`config.mk`:
```
export PLATFORM = sky130hd
export DESIGN_NAME = mem_io_responder_flat
export DESIGN_NICKNAME = d
export VERILOG_FILES = /design/src/rtl/mem_io_responder_pkg.sv /design/src/rtl/mem_io_responder_if.sv /design/src/rtl/mem_io_responder_timer16.sv /design/src/rtl/mem_io_responder.sv /design/src/flat_wrapper.sv
export SDC_FILE = /design/constraint.sdc
export NUM_CORES = 2
export LEC_CHECK = 0
export CORE_MARGIN = 3
export CORE_UTILIZATION = 35
export CTS_CLUSTER_DIAMETER = 150
export DETAILED_ROUTE_END_ITERATION = 10
export PLACE_DENSITY_LB_ADDON = 0.05
export SLEW_MARGIN = 20
export SYNTH_ARGS = -nofsm -noshare
export SYNTH_HDL_FRONTEND = slang
export SYNTH_SLANG_ARGS = --single-unit
export TNS_END_PERCENT = 50
```
`constraint.sdc`:
```
create_clock -name clock -period 3.5 [get_ports clock]
set_input_delay 0.7 -clock clock [delete_from_list [all_inputs] [get_ports clock]]
set_output_delay 0.7 -clock clock [all_outputs]
set_load 0.05 [all_outputs]
```
`src/rtl/mem_io_responder_pkg.sv`:
```
// Memory map constants and timer register layout shared by the responder and its timer.
package mem_map_pkg;
    localparam logic [15:0] LED_ADDR_DEF = 16'h1000;
    localparam logic [15:0] TMR_BASE_DEF = 16'h2000;
    localparam logic [15:0] SW_ADDR_DEF  = 16'h3000;

    localparam logic [1:0] TMR_OFF_LOAD  = 2'd0;
    localparam logic [1:0] TMR_OFF_CTRL  = 2'd1;
    localparam logic [1:0] TMR_OFF_COUNT = 2'd2;
    localparam logic [1:0] TMR_OFF_STAT  = 2'd3;

    localparam int CTRL_EN   = 0;
    localparam int CTRL_AUTO = 1;
    localparam int STAT_EXP  = 0;

    typedef enum logic [1:0] {
        TK_HOLD,
        TK_DEC,
        TK_EXPIRE
    } tick_e;
endpackage

```
`src/rtl/mem_io_responder_if.sv`:
```
// Processor-side bus: word address, write data, write strobe and registered read data.
interface mem_io_responder_if;
    logic [15:0] ADDR;
    logic [15:0] DOUT;
    logic        W;
    logic [15:0] DIN;

    modport master (output ADDR, output DOUT, output W, input DIN);
    modport slave  (input ADDR, input DOUT, input W, output DIN);
endinterface

```
`src/rtl/mem_io_responder_timer16.sv`:
```
// 16-bit down-counting timer: LOAD/CTRL/COUNT/STATUS registers with one-shot and auto-reload modes.
module timer16
    import mem_map_pkg::*;
(
    input  logic        clk,
    input  logic        rst,
    input  logic [1:0]  i_off,
    input  logic        i_wr,
    input  logic [15:0] i_wdata,
    output logic [15:0] o_rdata,
    output logic        o_irq
);
    logic [15:0] r_load, r_count;
    logic        r_en, r_auto, r_exp;
    logic [15:0] w_load_n, w_count_n;
    logic        w_en_n, w_auto_n, w_exp_n;
    logic        w_wr_load, w_wr_ctrl, w_wr_stat;
    tick_e       w_tick;

    assign w_wr_load = i_wr && (i_off == TMR_OFF_LOAD);
    assign w_wr_ctrl = i_wr && (i_off == TMR_OFF_CTRL);
    assign w_wr_stat = i_wr && (i_off == TMR_OFF_STAT);

    // A LOAD write replaces this cycle's tick entirely.
    always_comb begin
        w_tick = TK_HOLD;
        if (r_en && !w_wr_load)
            w_tick = (r_count > 16'd1) ? TK_DEC : TK_EXPIRE;
    end

    always_comb begin
        w_load_n  = r_load;
        w_count_n = r_count;
        w_en_n    = r_en;
        w_auto_n  = r_auto;
        w_exp_n   = r_exp;
        case (w_tick)
            TK_DEC:    w_count_n = r_count - 16'd1;
            TK_EXPIRE: begin
                w_count_n = (r_count == 16'd0 && r_auto) ? r_load : 16'd0;
                if (!r_auto)
                    w_en_n = 1'b0;
            end
            default:   ;
        endcase
        if (w_wr_load) begin
            w_load_n  = i_wdata;
            w_count_n = i_wdata;
        end
        if (w_wr_ctrl) begin
            w_en_n   = i_wdata[CTRL_EN];
            w_auto_n = i_wdata[CTRL_AUTO];
        end
        if (w_wr_stat && i_wdata[STAT_EXP])
            w_exp_n = 1'b0;
        if (w_tick == TK_EXPIRE)
            w_exp_n = 1'b1;
    end

    always_ff @(posedge clk or posedge rst) begin
        if (rst) begin
            r_load  <= 16'd0;
            r_count <= 16'd0;
            r_en    <= 1'b0;
            r_auto  <= 1'b0;
            r_exp   <= 1'b0;
        end else begin
            r_load  <= w_load_n;
            r_count <= w_count_n;
            r_en    <= w_en_n;
            r_auto  <= w_auto_n;
            r_exp   <= w_exp_n;
        end
    end

    always_comb begin
        o_rdata = 16'h0000;
        case (i_off)
            TMR_OFF_LOAD:  o_rdata = r_load;
            TMR_OFF_CTRL:  o_rdata = {14'd0, r_auto, r_en};
            TMR_OFF_COUNT: o_rdata = r_count;
            TMR_OFF_STAT:  o_rdata = {15'd0, r_exp};
            default:       o_rdata = 16'h0000;
        endcase
    end

    assign o_irq = r_exp;
endmodule

```
`src/rtl/mem_io_responder.sv`:
```
// Memory-side responder: RAM, LED register, synchronised switches and timer behind one
// registered read port with fixed 1-cycle latency and read-first semantics.
module mem_io_responder
    import mem_map_pkg::*;
#(
    parameter int          RAM_AW   = 7,
    parameter logic [15:0] LED_ADDR = LED_ADDR_DEF,
    parameter logic [15:0] TMR_BASE = TMR_BASE_DEF,
    parameter logic [15:0] SW_ADDR  = SW_ADDR_DEF
) (
    input  logic                clock,
    input  logic                resetN,
    mem_io_responder_if.slave   bus,
    input  logic [9:0]          SW,
    output logic [9:0]          LEDR,
    output logic                tmr_irq
);
    localparam int RAM_DEPTH = 2 ** RAM_AW;

    logic [15:0] r_ram [RAM_DEPTH];
    logic [15:0] r_din;
    logic [9:0]  r_led, r_sw_s1, r_sw_s2;
    logic        w_ram_hit, w_led_hit, w_sw_hit, w_tmr_hit;
    logic [15:0] w_tmr_off, w_ram_rd, w_tmr_rdata, w_rdata;

    assign w_tmr_off = bus.ADDR - TMR_BASE;
    assign w_ram_hit = (bus.ADDR[15:RAM_AW] == '0);
    assign w_led_hit = (bus.ADDR == LED_ADDR);
    assign w_sw_hit  = (bus.ADDR == SW_ADDR);
    assign w_tmr_hit = (w_tmr_off[15:2] == 14'd0);

    // RAM contents survive reset; only the write port is clocked here.
    always_ff @(posedge clock) begin
        if (bus.W && w_ram_hit)
            r_ram[bus.ADDR[RAM_AW-1:0]] <= bus.DOUT;
    end
    assign w_ram_rd = r_ram[bus.ADDR[RAM_AW-1:0]];

    timer16 u_timer (
        .clk     (clock),
        .rst     (resetN),
        .i_off   (w_tmr_off[1:0]),
        .i_wr    (bus.W && w_tmr_hit && !w_ram_hit),
        .i_wdata (bus.DOUT),
        .o_rdata (w_tmr_rdata),
        .o_irq   (tmr_irq)
    );

    always_comb begin
        w_rdata = 16'h0000;
        if (w_ram_hit)      w_rdata = w_ram_rd;
        else if (w_led_hit) w_rdata = {6'd0, r_led};
        else if (w_sw_hit)  w_rdata = {6'd0, r_sw_s2};
        else if (w_tmr_hit) w_rdata = w_tmr_rdata;
    end

    always_ff @(posedge clock or posedge resetN) begin
        if (resetN) begin
            r_din   <= 16'h0000;
            r_led   <= 10'd0;
            r_sw_s1 <= 10'd0;
            r_sw_s2 <= 10'd0;
        end else begin
            r_din   <= w_rdata;
            r_sw_s1 <= SW;
            r_sw_s2 <= r_sw_s1;
            if (bus.W && w_led_hit && !w_ram_hit)
                r_led <= bus.DOUT[9:0];
        end
    end

    assign bus.DIN = r_din;
    assign LEDR    = r_led;
endmodule

```
`src/flat_wrapper.sv`:
```
// flat-port wrapper written by rule: the top's interface ports become plain ports
module mem_io_responder_flat import mem_map_pkg::*;
#(
    parameter int          RAM_AW   = 7,
    parameter logic [15:0] LED_ADDR = LED_ADDR_DEF,
    parameter logic [15:0] TMR_BASE = TMR_BASE_DEF,
    parameter logic [15:0] SW_ADDR  = SW_ADDR_DEF
)
  (clock, resetN, SW, LEDR, tmr_irq, bus_ADDR, bus_DOUT, bus_W, bus_DIN);
  mem_io_responder_if bus_i ();
  input  logic clock;
  input  logic resetN;
  input  logic [9:0] SW;
  output logic [9:0] LEDR;
  output logic tmr_irq;
  input wire logic [$bits(bus_i.ADDR)-1:0] bus_ADDR;
  input wire logic [$bits(bus_i.DOUT)-1:0] bus_DOUT;
  input wire logic [$bits(bus_i.W)-1:0] bus_W;
  output wire logic [$bits(bus_i.DIN)-1:0] bus_DIN;
  assign bus_i.ADDR = bus_ADDR;
  assign bus_i.DOUT = bus_DOUT;
  assign bus_i.W = bus_W;
  assign bus_DIN = bus_i.DIN;
  mem_io_responder #(.RAM_AW(RAM_AW), .LED_ADDR(LED_ADDR), .TMR_BASE(TMR_BASE), .SW_ADDR(SW_ADDR)) u_core (.clock(clock), .resetN(resetN), .bus(bus_i), .SW(SW), .LEDR(LEDR), .tmr_irq(tmr_irq));
endmodule
```
==> results.md <==
* Bufs and invs on worst path at 5
* CTS Sinks at 2129
* Max VDD drop at about 400 uV
* Initial antenna violation count at 12
* Util after Layout at a little over two fifths
* Post-synthesis async set-or-reset flop share at about 3.8%
* CTS H-tree lvls at 4
* R2R depth at 6
* Sequential-to-total area share from yosys stat at between 70% and 80%
* Initial core utilization at between 30% and 40%
* Vias at between 40k and 50k
* Post-CTS Setup Bufs at 0
* Number of hold buffers added after cts at 0
* Largest net degree at the start of global routing at slightly above 90
* Hold Path Class: input pin to register
* Pint at 0.0428 W
* Slowest stage cell, crit path: a2111oi_1
* Crit start category: input pin
* Worst Tran Pin Value at about 1.1 ns
* Final Skew at about 0.05 ns
* Final instance area at just over 100000 um^2
* R2R Path End: u_core.bus.DIN[0]$_DFF_PP0_
* Hold Crit Depth at 1
* Nets at roughly 5.3k
* Synth Net Count at 4546
* Max stage delay on crit path at roughly 0.92 ns
* Final hold violations at 0
* I/O Buffers at 71
* Worst R2R Setup Slack at about 0.44 ns
* Part of the power in registers at 50.7%
* Hpwl dp at 188000 um
* Layout cells sized above 1 at 27.4%
* Critical R2R Launch: u_core.r_ram[82][0]$_DFFE_PP_
* Met3 wire len at ~14000 um
* Num ports at 72
* WP data required at about 4.2 ns
* Cell Area, Synth at 83000 um^2
* Number of setup violations in the final report at 0
* Area of the multi-input gates at around 18000 um^2
* DR WL met2 at between 100000 and 150000 um
* Register bit count reported by yosys at around 2.1k
* Commonest non-fill, non-tap cell in the layout: edfxtp_1
* Via density at about 5.4
* CTS tree: yes
* Area growth syn-to-layout at 23.1%
* Maxcap violations at 0
* Hold path start: bus_DOUT[15]
* First-pass GRT wire length at roughly 400000 um
* FF/Latch Area at between 60000 and 70000 um^2
* M1 wire length at around 130000 um
* Initial DRC Count at 4482
* Combinational share of power at under 10%
* Max clock buf depth at 3
* Final antenna-violating net count at 0
* Main combinational cell family by area after synthesis: multiplexers
* Status: finished clean
* Worst-path clk slew at around 0.070 ns
* Wirelength per Cell at around 33 um
* Tot Pwr at between 0.05 and 0.06 W
* Power per cell area at about 540 nW/um^2
* Gp weighted congestion at around 0.84
* CP Class: input pin to register
* DR DRC count at 0
* XOR/XNOR share of the synthesized area at 0.0528%
* FP Rows at 178
* RSZ-0062 raised after global routing: no
* Period minus WS final at about 3.3 ns
* Period Utilization, post-route at between 90% and 100%
* Simple-gate area share of the yosys netlist at roughly 3.4%
* DR top layer: met4
* Fin. max-slew vios at 0
* Rel. slew slack at about 27%
* First drt pass iteration count at 5
* Worst setup EP type: register
* Critical path, cell by cell: buf_8 -> buf_12 -> buf_12 -> buf_4 -> mux4_2 -> o21ai_0 -> a41oi_1 -> buf_4 -> a2111oi_1 -> a21oi_1
* Mean Syn Cell Area at about 18 um^2
* CP arrival at just under 4 ns
* Net switching power at ~0.012 W
* CTS buffer count at roughly 230
* Adder-cell share of the synthesized area at 0.0603%
* Die area at ~240000 um^2
* Critical path peak fanout at 17
* Total GRT Usage at a little under a quarter
* Multiplexer share of the synthesized area at between 10% and 20%
* Synthesized instance count at 4497
* Kind of cell adding the most delay to the critical path: compound AO/OA/AOI/OAI gates
* Lkg Pwr at between 30 and 40 nW
* Number of flops mapped to enable cells by yosys at between 2k and 2.5k
* Hold endpoint: u_core.r_ram[38][15]$_DFFE_PP_
* Die Width at 493 um
* Main synth FF type: edfxtp_1
* Sw Share at approximately 22%
* Vias in the first global route at ~46k
* Total length of routed wires at 286000 um
* Clk network pwr share at 43.3%
* Placement-stage cell area at 94800 um^2
* Most frequent cells in the layout: edfxtp_1 (2048), buf_4 (489), mux2i_1 (317)
* Fill cell count at 20.9k
* Synth warnings at 0
* Synth Area in Compound Gates at under 10%
* Die H at about 490 um
* Root Driver: clkbuf_16
* Clock latency on the worst-skew pair at ~0.86 ns
* Gr ovfl total at 0
* FMAX at 304 MHz
* PostCTS Resize Cnt at 0
* Count of different cell masters after synthesis at 73
* Core ar. at about 240000 um^2
## worst max path at each step
stage / end / depth (start not counted) / start
after floorplan: u_core.r_ram[100][0]$_DFFE_PP_ / 10 / bus_ADDR[13]
after global placement: u_core.bus.DIN[9]$_DFF_PP0_ / 9 / bus_ADDR[0]
after detailed placement: u_core.bus.DIN[0]$_DFF_PP0_ / 10 / bus_ADDR[0]
after CTS: u_core.bus.DIN[0]$_DFF_PP0_ / 10 / bus_ADDR[0]
after global routing: u_core.bus.DIN[0]$_DFF_PP0_ / 10 / bus_ADDR[0]
final: u_core.bus.DIN[0]$_DFF_PP0_ / 10 / bus_ADDR[0]
## metal layers
metal / global-route usage (%) / vias to the layer above
li1: - / 19800
met1: 33.8 / 25000
met2: 37.7 / 1332
met3: 3.06 / 306
met4: 5.08 / 0
met5: 0 / -
## stage by stage
step	std cells	TNS (ns)	worst slack [ns]	hold slack (ns)
2_1_floorplan	4497	-62.97	-0.0620	0.331
6_report	8581	0	0.205	0.222
3_3_place_gp	8147	-3.12	-1.05	0.333
3_5_place_dp	8147	-2.80	-0.844	0.335
4_1_cts	8573	0	0.0900	0.155
5_1_grt	8574	0	0.175	0.173
## final cells by class
class,count,share of cell area [%]
clock inverter,139,1.30
timing repair buffer,780,8.71
multi-input combinational,2079,18.0
clock buffer,287,5.88
sequential,2129,62.2
inverter,9,0.0404
tap,3150,3.86
antenna,8,0.0196
## synthesized netlist by cell type, types with 4 or more instances
library cell / instances / area share (%)
a211oi_1: 14 / 0.13
a21oi_1: 217 / 1.3
a221oi_1: 24 / 0.25
a22oi_1: 52 / 0.47
a31oi_1: 10 / 0.075
a41oi_1: 33 / 0.35
and2_1: 10 / 0.075
and3_1: 6 / 0.045
buf_1: 24 / 0.11
buf_2: 97 / 0.59
buf_4: 25 / 0.23
buf_6: 15 / 0.20
clkbuf_1: 119 / 0.54
dfrtp_1: 81 / 2.4
edfxtp_1: 2048 / 74
ha_1: 4 / 0.060
inv_1: 7 / 0.032
mux2_2: 37 / 0.50
mux2_4: 10 / 0.18
mux2i_1: 317 / 3.8
mux4_2: 280 / 7.6
nand2_1: 293 / 1.3
nand2b_1: 8 / 0.060
nand3_1: 38 / 0.23
nand4_1: 24 / 0.18
nor2_1: 193 / 0.87
nor2b_1: 16 / 0.12
nor3_1: 10 / 0.060
nor3b_1: 4 / 0.036
nor4_1: 10 / 0.075
o2111ai_1: 4 / 0.042
o211ai_1: 4 / 0.036
o21ai_0: 109 / 0.66
o21ai_1: 75 / 0.45
o221ai_1: 107 / 1.1
o22a_1: 10 / 0.11
o22ai_1: 76 / 0.57
o2bb2ai_1: 20 / 0.21
o31ai_1: 7 / 0.063
## flip-flops by register name, indices dropped and copies added, names as in the netlist
name and count:
u_core.r_ram 2048, u_core.bus.DIN 16, u_core.u_timer.r_count 16, u_core.u_timer.r_load 16, u_core.LEDR 10, u_core.r_sw_s1 10, u_core.r_sw_s2 10, u_core.u_timer.o_irq 1
u_core.u_timer.r_auto 1, u_core.u_timer.r_en 1
## kinds of logic (layout without fill, tap and decap cells)
logic type | after synthesis | count (layout)
other cells | 0 | 8
mux | 646 | 646
compound gates | 786 | 786
buf+inv | 289 | 1215
simple gates | 638 | 638
xor+xnor | 5 | 5
flops | 2129 | 2129
fa+ha+maj | 4 | 4
## power groups by stage
| stage | registers (W) | logic [W] | clock network, W |
|---|---|---|---|
| floorplan | 0.0285 | 0.00127 | 0 |
| global placement | 0.0285 | 0.00333 | 0 |
| detailed placement | 0.0285 | 0.00334 | 0 |
| CTS | 0.0279 | 0.00334 | 0.0244 |
| global route | 0.0279 | 0.00345 | 0.0254 |
| finish | 0.0279 | 0.00328 | 0.0238 |
No activity file was read; power rests on OpenSTA's default activity.
